[src/rtl/mem_arbiter.sv]
// Two-requester memory arbiter: instruction fetch and load/store share one memory port.
// Round-robin on conflict, registered outputs, and an abort with err if m_rdy never arrives.
module mem_arbiter #(
    parameter int unsigned TIMEOUT = 255
) (
    input  logic        CLK,
    input  logic        RESET,

    input  logic        i_req,
    input  logic [31:0] i_addr,
    output logic [31:0] i_rdata,
    output logic        i_ack,
    output logic        i_err,

    input  logic        d_req,
    input  logic        d_we,
    input  logic [3:0]  d_wmask,
    input  logic [31:0] d_addr,
    input  logic [31:0] d_wdata,
    output logic [31:0] d_rdata,
    output logic        d_ack,
    output logic        d_err,

    output logic        m_req,
    output logic        m_we,
    output logic [3:0]  m_wmask,
    output logic [31:0] m_addr,
    output logic [31:0] m_wdata,
    input  logic [31:0] m_rdata,
    input  logic        m_rdy,

    output logic        owner
);

    localparam logic [1:0] IDLE = 2'd0;
    localparam logic [1:0] BUSY = 2'd1;
    localparam logic [1:0] RESP = 2'd2;

    logic [1:0] state;
    logic [7:0] wait_cnt;
    logic       timed_out;
    logic       grant_d;
    logic       timeout_hit;

    // NOTE: always_comb assigns every output on every path, so no latch can be inferred.
    always_comb begin
        grant_d     = (i_req && d_req) ? ~owner : d_req;
        timeout_hit = ({1'b0, wait_cnt} + 9'd1) == 9'(TIMEOUT);
    end

    // NOTE: state and all outputs use non-blocking assignments and the async reset,
    // so every output is a flop that clears the instant RESET falls.
    always_ff @(posedge CLK or negedge RESET) begin
        if (!RESET) begin
            state     <= IDLE;
            wait_cnt  <= 8'd0;
            timed_out <= 1'b0;
            owner     <= 1'b1;
            m_req     <= 1'b0;
            m_we      <= 1'b0;
            m_wmask   <= 4'd0;
            m_addr    <= 32'd0;
            m_wdata   <= 32'd0;
            i_rdata   <= 32'd0;
            d_rdata   <= 32'd0;
            i_ack     <= 1'b0;
            i_err     <= 1'b0;
            d_ack     <= 1'b0;
            d_err     <= 1'b0;
        end else begin
            i_ack <= 1'b0;
            i_err <= 1'b0;
            d_ack <= 1'b0;
            d_err <= 1'b0;
            case (state)
                IDLE: begin
                    if (i_req || d_req) begin
                        state    <= BUSY;
                        owner    <= grant_d;
                        wait_cnt <= 8'd0;
                        m_req    <= 1'b1;
                        if (grant_d) begin
                            m_addr  <= d_addr;
                            m_we    <= d_we;
                            m_wmask <= d_wmask;
                            m_wdata <= d_wdata;
                        end else begin
                            // Fetch is read-only whatever the data port is driving.
                            m_addr  <= i_addr;
                            m_we    <= 1'b0;
                            m_wmask <= 4'd0;
                            m_wdata <= 32'd0;
                        end
                    end
                end
                BUSY: begin
                    if (m_rdy) begin
                        state     <= RESP;
                        m_req     <= 1'b0;
                        timed_out <= 1'b0;
                        if (owner) d_rdata <= m_rdata;
                        else       i_rdata <= m_rdata;
                    end else if (timeout_hit) begin
                        state     <= RESP;
                        m_req     <= 1'b0;
                        timed_out <= 1'b1;
                        if (owner) d_rdata <= 32'd0;
                        else       i_rdata <= 32'd0;
                    end else begin
                        wait_cnt <= wait_cnt + 8'd1;
                    end
                end
                RESP: begin
                    state <= IDLE;
                    if (owner) begin
                        d_ack <= 1'b1;
                        d_err <= timed_out;
                    end else begin
                        i_ack <= 1'b1;
                        i_err <= timed_out;
                    end
                end
                default: state <= IDLE;
            endcase
        end
    end

endmodule
[config.mk]
export PLATFORM = sky130hd
export DESIGN_NAME = mem_arbiter
export DESIGN_NICKNAME = d
export VERILOG_FILES = /design/src/rtl/mem_arbiter.sv
export SDC_FILE = /design/constraint.sdc
export NUM_CORES = 1
export LEC_CHECK = 0
export CORE_MARGIN = 4
export CORE_UTILIZATION = 44
export CTS_CLUSTER_DIAMETER = 60
export CTS_CLUSTER_SIZE = 8
export DETAILED_ROUTE_END_ITERATION = 8
export PLACE_DENSITY = 0.85
export SYNTH_ARGS = -nofsm -noshare
export SYNTH_HDL_FRONTEND = slang
export SYNTH_SLANG_ARGS = --single-unit
[constraint.sdc]
create_clock -name CLK -period 3.1 [get_ports CLK]
set_input_delay 0.31 -clock CLK [delete_from_list [all_inputs] [get_ports CLK]]
set_output_delay 0.31 -clock CLK [all_outputs]
set_load 0.02 [all_outputs]
==> metrics.md, run 1 <==
| Metric | Value |
|---|---|
| Status | finished clean |
| Net switching fraction of the power | 0.361 |
| Count of cell types in the netlist | 42 |
| CTS tree | yes |
| Post-Route Setup TNS | 0 ps |
| Nets@finish | 867 |
| Die ar. | 15200 um^2 |
| GR Overflow Total | 0 |
| Number of core rows | 41 |
| Most used cell, CP | nand3_1 |
| Fin Clk Skew | 5.64 ps |
| Sw power | 3.72 mW |
| Drt pass-1 iters | 4 |
| Pwr dens | 1080 nW/um^2 |
| Worst setup endpoint | i_rdata[4] |
| DRC violations left | 0 |
| Post-CTS Repair Setup Buffers | 0 |
| CP endpoint kind | flop |
| Synth Register Bits | 150 |
| Period utilization | 0.786 |
| CTS Buf Count | 17 |
| Comb pwr share | 0.446 |
| Post-Synth Simple-Gate Area | 0.0627 |
| Die X | 123 um |
| Antenna cells | 0 |
| Clk pwr share | 0.224 |
| Routed WL | 18600 um |
| Yosys warns | 0 |
| Hold Slack | 478 ps |
| CP arrival | 2740 ps |
| CP top delay family | simple AND/OR/NAND/NOR gates |
| Worst R2R Path Depth | 8 |
| Crit-path cells | ha_1 -> nand3_1 -> nor3b_1 -> nor3_2 -> o21bai_1 -> nand3_1 -> buf_4 -> a22o_1 |
| Reg2Reg Setup Slack | 660 ps |
| H-Tree Depth | 4 |
| Synthesized instance count | 455 |
| Initial antenna violation count | 0 |
| Cells after DPL | 879 |
| Post-synthesis compound-gate area fraction | 0.206 |
| Vias in the first global route | 5214 |
| List of most frequent post-synthesis cells | dfrtp_1 (149), a22o_1 (101), nand2_1 (38) |
| Final critical path time including I/O delays and setup | 2440 ps |
| Clk slew on worst S/H paths | 60 ps |
| ANT nets after route | 0 |
| GRT Total Usage | 0.249 |
| Xor/xnor cell area share of the yosys netlist | 0 |
| Filler Cell Count | 872 |
| Die H | 123 um |
| Hold violation total from the final report | 0 |
| Area after DPL | 8820 um^2 |
| Initial Util | 0.456 |
| Post-synth top area cell | dfrtp_1 |
| CP Depth | 8 |
| Cell Area, Synth | 5850 um^2 |
| Clock Sinks | 150 |
| Number of flops mapped to enable cells by yosys | 0 |
| Finished Layout Cells | 912 |
| Root buf cell | clkbuf_16 |
| Post-synthesis sequential area ratio | 0.642 |
| Latest clock arrival within the worst-skew pair | 420 ps |
| Synth Area in Adders | 0.00428 |
| Drt initial violations | 307 |
| Via/cell ratio | 5.31 |
| Pint | 6.57 mW |
| Crit path launch | wait_cnt[0] |
| Final Setup Violations | 0 |
| Leakage | 4.23 nW |
| Crit start category | flop |
| Mux contribution to synthesized area | 0.0584 |
| Top post-synthesis cells by area | dfrtp_1 (64%), a22o_1 (15%), mux2i_1 (5.6%), o21ai_0 (2.9%), nand2_1 (2.4%) |
| Fin area | 9490 um^2 |
| Area Overhead vs Synth | 62.2% |
| Syn nets | 595 |
| Ratio of cells with drive above 1 in the final layout | 0.0743 |
| CP Max Fanout | 32 |
| Top_reg_cell synth | dfrtp_1 |
| Slowest CP cell | dfrtp_1 |
| Max incr delay on CP | 430 ps |
| R2R Path Start | wait_cnt[0] |
| Synth top area share | 0.637 |
| Worst Path Buf+Inv | 1 |
| RSZ-0062 raised after global routing | no |
| CP Class | flop to flop |
| Syn_area_per_cell | 12.9 um^2 |
| Gates resized, CTS repair | 0 |
| Data required time at the worst endpoint | 3410 ps |
| Worst slew pin tran | 766 ps |
| CORE AREA | 12800 um^2 |
| Vias | 4847 |
| CTS max path bufs | 2 |
| Global-route wire length before repair | 28400 um |
| Peak supply drop | 590 uV |
| Worst hold path class | flop to flop |
| # Max-Cap Violations | 0 |
| IO buf count | 276 |
| WL/cell | 20.4 um |
| Largest net degree at the start of global routing | 106 |
| Reg-to-reg endpoint | i_rdata[4] |
| Sequential Power Share | 0.331 |
| Largest family of logic cells by synthesized area | compound AO/OA/AOI/OAI gates |
| Rel. slew slack | 0.489 |
| DP Wirelength | 13200 um |
| Max Freq | 410 MHz |
| Final Max Tran Viols | 0 |
| Most frequent cell after synthesis | dfrtp_1 |
| Routability cong. | 0.870 |
| Ys async rst share | 1.00 |
| # IOs | 277 |
## through the flow
stage	setup slack (ps)	power, mW	utilization
after floorplan	1030	5.58	-
after global placement	937	7.86	0.688
after detailed placement	769	8.00	0.688
after CTS	760	10.4	0.740
after global routing	478	10.8	0.740
final	663	10.3	0.740
## layout by cell type, fill, tap and decap left out, types with 4 or more instances in the layout
cell type / Yosys / final
clkdlybuf4s50_1: 0 / 275
dfrtp_1: 149 / 149
a22o_1: 101 / 101
nand2_1: 38 / 38
o21ai_0: 34 / 34
mux2i_1: 33 / 33
clkbuf_16: 0 / 17
nor2_1: 10 / 8
a21oi_1: 7 / 7
bufinv_16: 0 / 6
buf_4: 0 / 6
nand3_1: 5 / 5
inv_1: 4 / 4
and2_1: 4 / 4
nor3_1: 4 / 4
clkinv_2: 0 / 4
## timing repair
| item | 4_1_cts | 5_1_grt |
|---|---|---|
| hold buffers | 1 | 0 |
| hold endpoints to repair | 80 | 0 |
| setup endpoints to repair | 0 | 0 |
## metal layers
layer	GRT usage	up-vias	routed length [um]
met5	0	-	0
met1	0.292	2419	7110
met2	0.433	168	10100
met4	0.0983	0	423
li1	-	2225	-
met3	0.0663	35	944
## cell families after synthesis
| group | after synthesis |
|---|---|
| AOI/OAI and AO/OA | 156 |
| adders and majority gates | 2 |
| buffers and inverters | 37 |
| DFF | 150 |
| muxes | 34 |
| and+or+nand+nor | 76 |
## flip-flops by register name, indices dropped and copies added, names as in the netlist, 2 cells and up
name and cells:
i_rdata 32, state 2, m_wdata 32, m_addr 32
wait_cnt 8, m_wmask 4, d_rdata 32
## how the worst min path moves through the flow
stage	startpoint	endpoint	slack (ps)	cells after the start
after global placement	RESET	m_addr[8]	380	1
after CTS	d_wmask[2]	m_wmask[2]	470	2
after global routing	d_wdata[0]	m_wdata[0]	480	2
after floorplan	RESET	d_ack	10	0
final	m_addr[31]	m_addr[31]	480	2
after detailed placement	RESET	m_wdata[12]	400	1
## cell type report
class	count	area, um^2	share of cell area
sequential	150	3750	0.396
inverter	4	15.0	0.00158
clock inverter	14	231	0.0244
tap	172	215	0.0227
timing repair buffer	286	2880	0.303
clock buffer	18	429	0.0452
multi-input combinational	268	1960	0.207
## power by group through the flow
stage | registers [mW] | clock network [mW] | logic, mW
after floorplan | 4.31 | 0 | 1.27
after global placement | 3.36 | 0 | 4.50
after detailed placement | 3.38 | 0 | 4.62
after CTS | 3.40 | 2.33 | 4.64
after global routing | 3.50 | 2.42 | 4.85
final | 3.41 | 2.30 | 4.59
## worst min-delay path: stages, from the launching register on
cell and delay (ps):
dfrtp_1 340, nand2_1 50, o21ai_0 60
Note: power is estimated with default switching activity, not from simulation.
==> inputs of run 2 (changes only) <==
- CORE_UTILIZATION: 44 -> 41
- PLACE_DENSITY: 0.85 -> 0.8
- clock period: 3.1 -> 2.5 ns (I/O delays scaled with it)
==> run 2 against run 1 <==
Compared with the run above:
- clock skew increased by 2.3 ps
- die area is 6.8% higher
- core utilization fell by 6.1 points
- worst hold slack got worse by 99 ps
- worst setup slack got worse by 450 ps
==> metrics.md, run 2 (synthesized netlist as in run 1, its figures left out) <==
| Metric | Value |
|---|---|
| Reg-to-reg endpoint | i_rdata[0] |
| # IOs | 277 (unchanged) |
| CP Depth | 8 (unchanged) |
| Via/cell ratio | 5.21 (-1.9%) |
| Area after DPL | 8840 um^2 (+0.28%) |
| Fin Clk Skew | 7.95 ps (+2.30 ps) |
| Crit start category | flop |
| Drt pass-1 iters | 4 (unchanged) |
| Antenna cells | 0 (unchanged) |
| IO buf count | 276 (unchanged) |
| Most frequent cells in the layout | clkdlybuf4s50_1 (275), dfrtp_1 (149), a22o_1 (101), nand2_1 (38), o21ai_0 (34) |
| Die X | 127 um (+3.4%) |
| DP Wirelength | 12900 um (-2.9%) |
| Sw power | 4.54 mW (+22%) |
| Crit-path cells | ha_1 -> a21oi_1 -> mux2_2 -> a31oi_1 -> o21bai_1 -> nand3_1 -> buf_4 -> a22o_1 |
| Gates resized, CTS repair | 0 (unchanged) |
| Routed WL | 17600 um (-5.1%) |
| Leakage | 4.21 nW (-0.36%) |
| Die H | 127 um (+3.4%) |
| Filler Cell Count | 990 (+14%) |
| Area Overhead vs Synth | 61.6% |
| Final Max Tran Viols | 0 (unchanged) |
| Routability cong. | 0.835 (-4.0%) |
| CTS Buf Count | 17 (unchanged) |
| H-Tree Depth | 4 (unchanged) |
| Final Setup Violations | 0 (unchanged) |
| Initial antenna violation count | 0 (unchanged) |
| # Max-Cap Violations | 0 (unchanged) |
| GRT Total Usage | 0.220 (-0.0283) |
| Vias | 4807 (-0.83%) |
| CP top delay family | compound AO/OA/AOI/OAI gates |
| Crit path launch | wait_cnt[0] |
| Drt initial violations | 290 (-5.5%) |
| Status | finished clean |
| Post-CTS Repair Setup Buffers | 0 (unchanged) |
| CP Max Fanout | 32 (unchanged) |
| Slowest CP cell | dfrtp_1 |
| RSZ-0062 raised after global routing | no |
| GR Overflow Total | 0 (unchanged) |
| Global-route wire length before repair | 27800 um (-2.1%) |
| Hold violation total from the final report | 0 (unchanged) |
| Pint | 7.89 mW (+20%) |
| Reg2Reg Setup Slack | 210 ps (-450 ps) |
| Leading cell type in the layout, fill and taps excluded | clkdlybuf4s50_1 |
| Period utilization | 0.916 (+0.129) |
| Die ar. | 16200 um^2 (+6.8%) |
| Root buf cell | clkbuf_16 |
| Number of core rows | 43 (+4.9%) |
| Latest clock arrival within the worst-skew pair | 420 ps (about the same) |
| Clk pwr share | 0.208 (-0.016) |
| CP endpoint kind | flop |
| CTS tree | yes |
| Worst slew pin tran | 593 ps (-173 ps) |
| Final Core Density | 0.678 (-0.0613) |
| Worst Path Buf+Inv | 1 (unchanged) |
| Ratio of cells with drive above 1 in the final layout | 0.0741 (-0.000200) |
| CORE AREA | 13900 um^2 (+8.7%) |
| Rel. slew slack | 0.605 (+0.116) |
| CP Class | flop to flop |
| Post-Route Setup TNS | 0 ps (unchanged) |
| Max incr delay on CP | 450 ps (+20 ps) |
| Pwr dens | 1320 nW/um^2 (+21%) |
| Comb pwr share | 0.455 (+0.009) |
| R2R Path Start | wait_cnt[0] |
| CP arrival | 2640 ps (-100 ps) |
| DRC violations left | 0 (unchanged) |
| Data required time at the worst endpoint | 2850 ps (-560 ps) |
| Net switching fraction of the power | 0.365 (+0.00390) |
| Worst setup endpoint | i_rdata[0] |
| Clock Sinks | 150 (unchanged) |
| Largest net degree at the start of global routing | 73 (-31%) |
| Worst R2R Path Depth | 8 (unchanged) |
| Vias in the first global route | 5233 (+0.36%) |
| Initial Util | 0.420 (-0.0363) |
| Final critical path time including I/O delays and setup | 2290 ps (-148 ps) |
| Sequential Power Share | 0.337 (+0.006) |
| Fin area | 9450 um^2 (-0.36%) |
| Max Freq | 437 MHz (+6.5%) |
| Hold Slack | 380 ps (-98.6 ps) |
| Worst hold path class | input pin to asynchronous set/reset pin |
| Nets@finish | 869 (+0.23%) |
| WL/cell | 19.1 um (-6.2%) |
| Clk slew on worst S/H paths | 60 ps (about the same) |
| CTS max path bufs | 2 (unchanged) |
| Peak supply drop | 688 uV (+17%) |
| ANT nets after route | 0 (unchanged) |
[run 2: cell types whose count changed in the layout (fill, tap and decap cells not counted), sizes merged]
cell	previous run	this run
bufinv	6	3
clkbuf	18	21
clkinvlp	3	1
buf	10	12
clkinv	5	7
[run 2: layer usage]
metal,share of wire,wire length (um),GRT usage
met5,0,0,0
met4,0.035,614,0.0984
met3,0.070,1240,0.0665
met2,0.51,9000,0.365
met1,0.38,6780,0.265
[run 2: per-stage QoR]
step	cells	worst slack [ps]	total power, mW
6_report	922	211	12.4
5_1_grt	922	9.88	13.1
4_1_cts	922	231	12.6
3_5_place_dp	889	267	9.89
3_3_place_gp	889	413	9.76
2_1_floorplan	455	435	6.92
[run 2: layout make-up]
cell class	instances	area, um^2	area share
Sequential cell	150	3750	0.397
Timing Repair Buffer	288	2890	0.306
Multi-Input combinational cell	268	1960	0.208
Clock buffer	21	450	0.0476
Tap cell	180	225	0.0238
Clock inverter	11	151	0.0160
Inverter	4	15.0	0.00159
[run 2: worst min path at each step]
stage	start	to	slack (ps)	cells past startpoint
finish	RESET	d_ack	380	2
global route	RESET	d_ack	420	2
CTS	RESET	d_rdata[0]	400	2
detailed placement	RESET	d_ack	280	1
global placement	RESET	i_ack	270	1
floorplan	RESET	d_ack	-50	0
[run 2: power groups by stage]
stage / combinational [mW] / clock (mW) / sequential (mW)
finish: 5.66 / 2.59 / 4.19
global route: 6.01 / 2.75 / 4.33
detailed placement: 5.74 / 0 / 4.16
global placement: 5.59 / 0 / 4.18
CTS: 5.73 / 2.64 / 4.18
floorplan: 1.58 / 0 / 5.34
[run 2: timing repair]
| item | in CTS | in global routing |
|---|---|---|
| hold buffers | 1 | 0 |
| setup endpoints to repair | 0 | 0 |
| endpoints found under the hold margin | 58 | 0 |
==> inputs of run 3 (changes only) <==
- SKIP_CTS_REPAIR_TIMING: unset -> 1
==> results of run 3 <==
No change in the layout: final DEF, timing and power equal those of run 2.
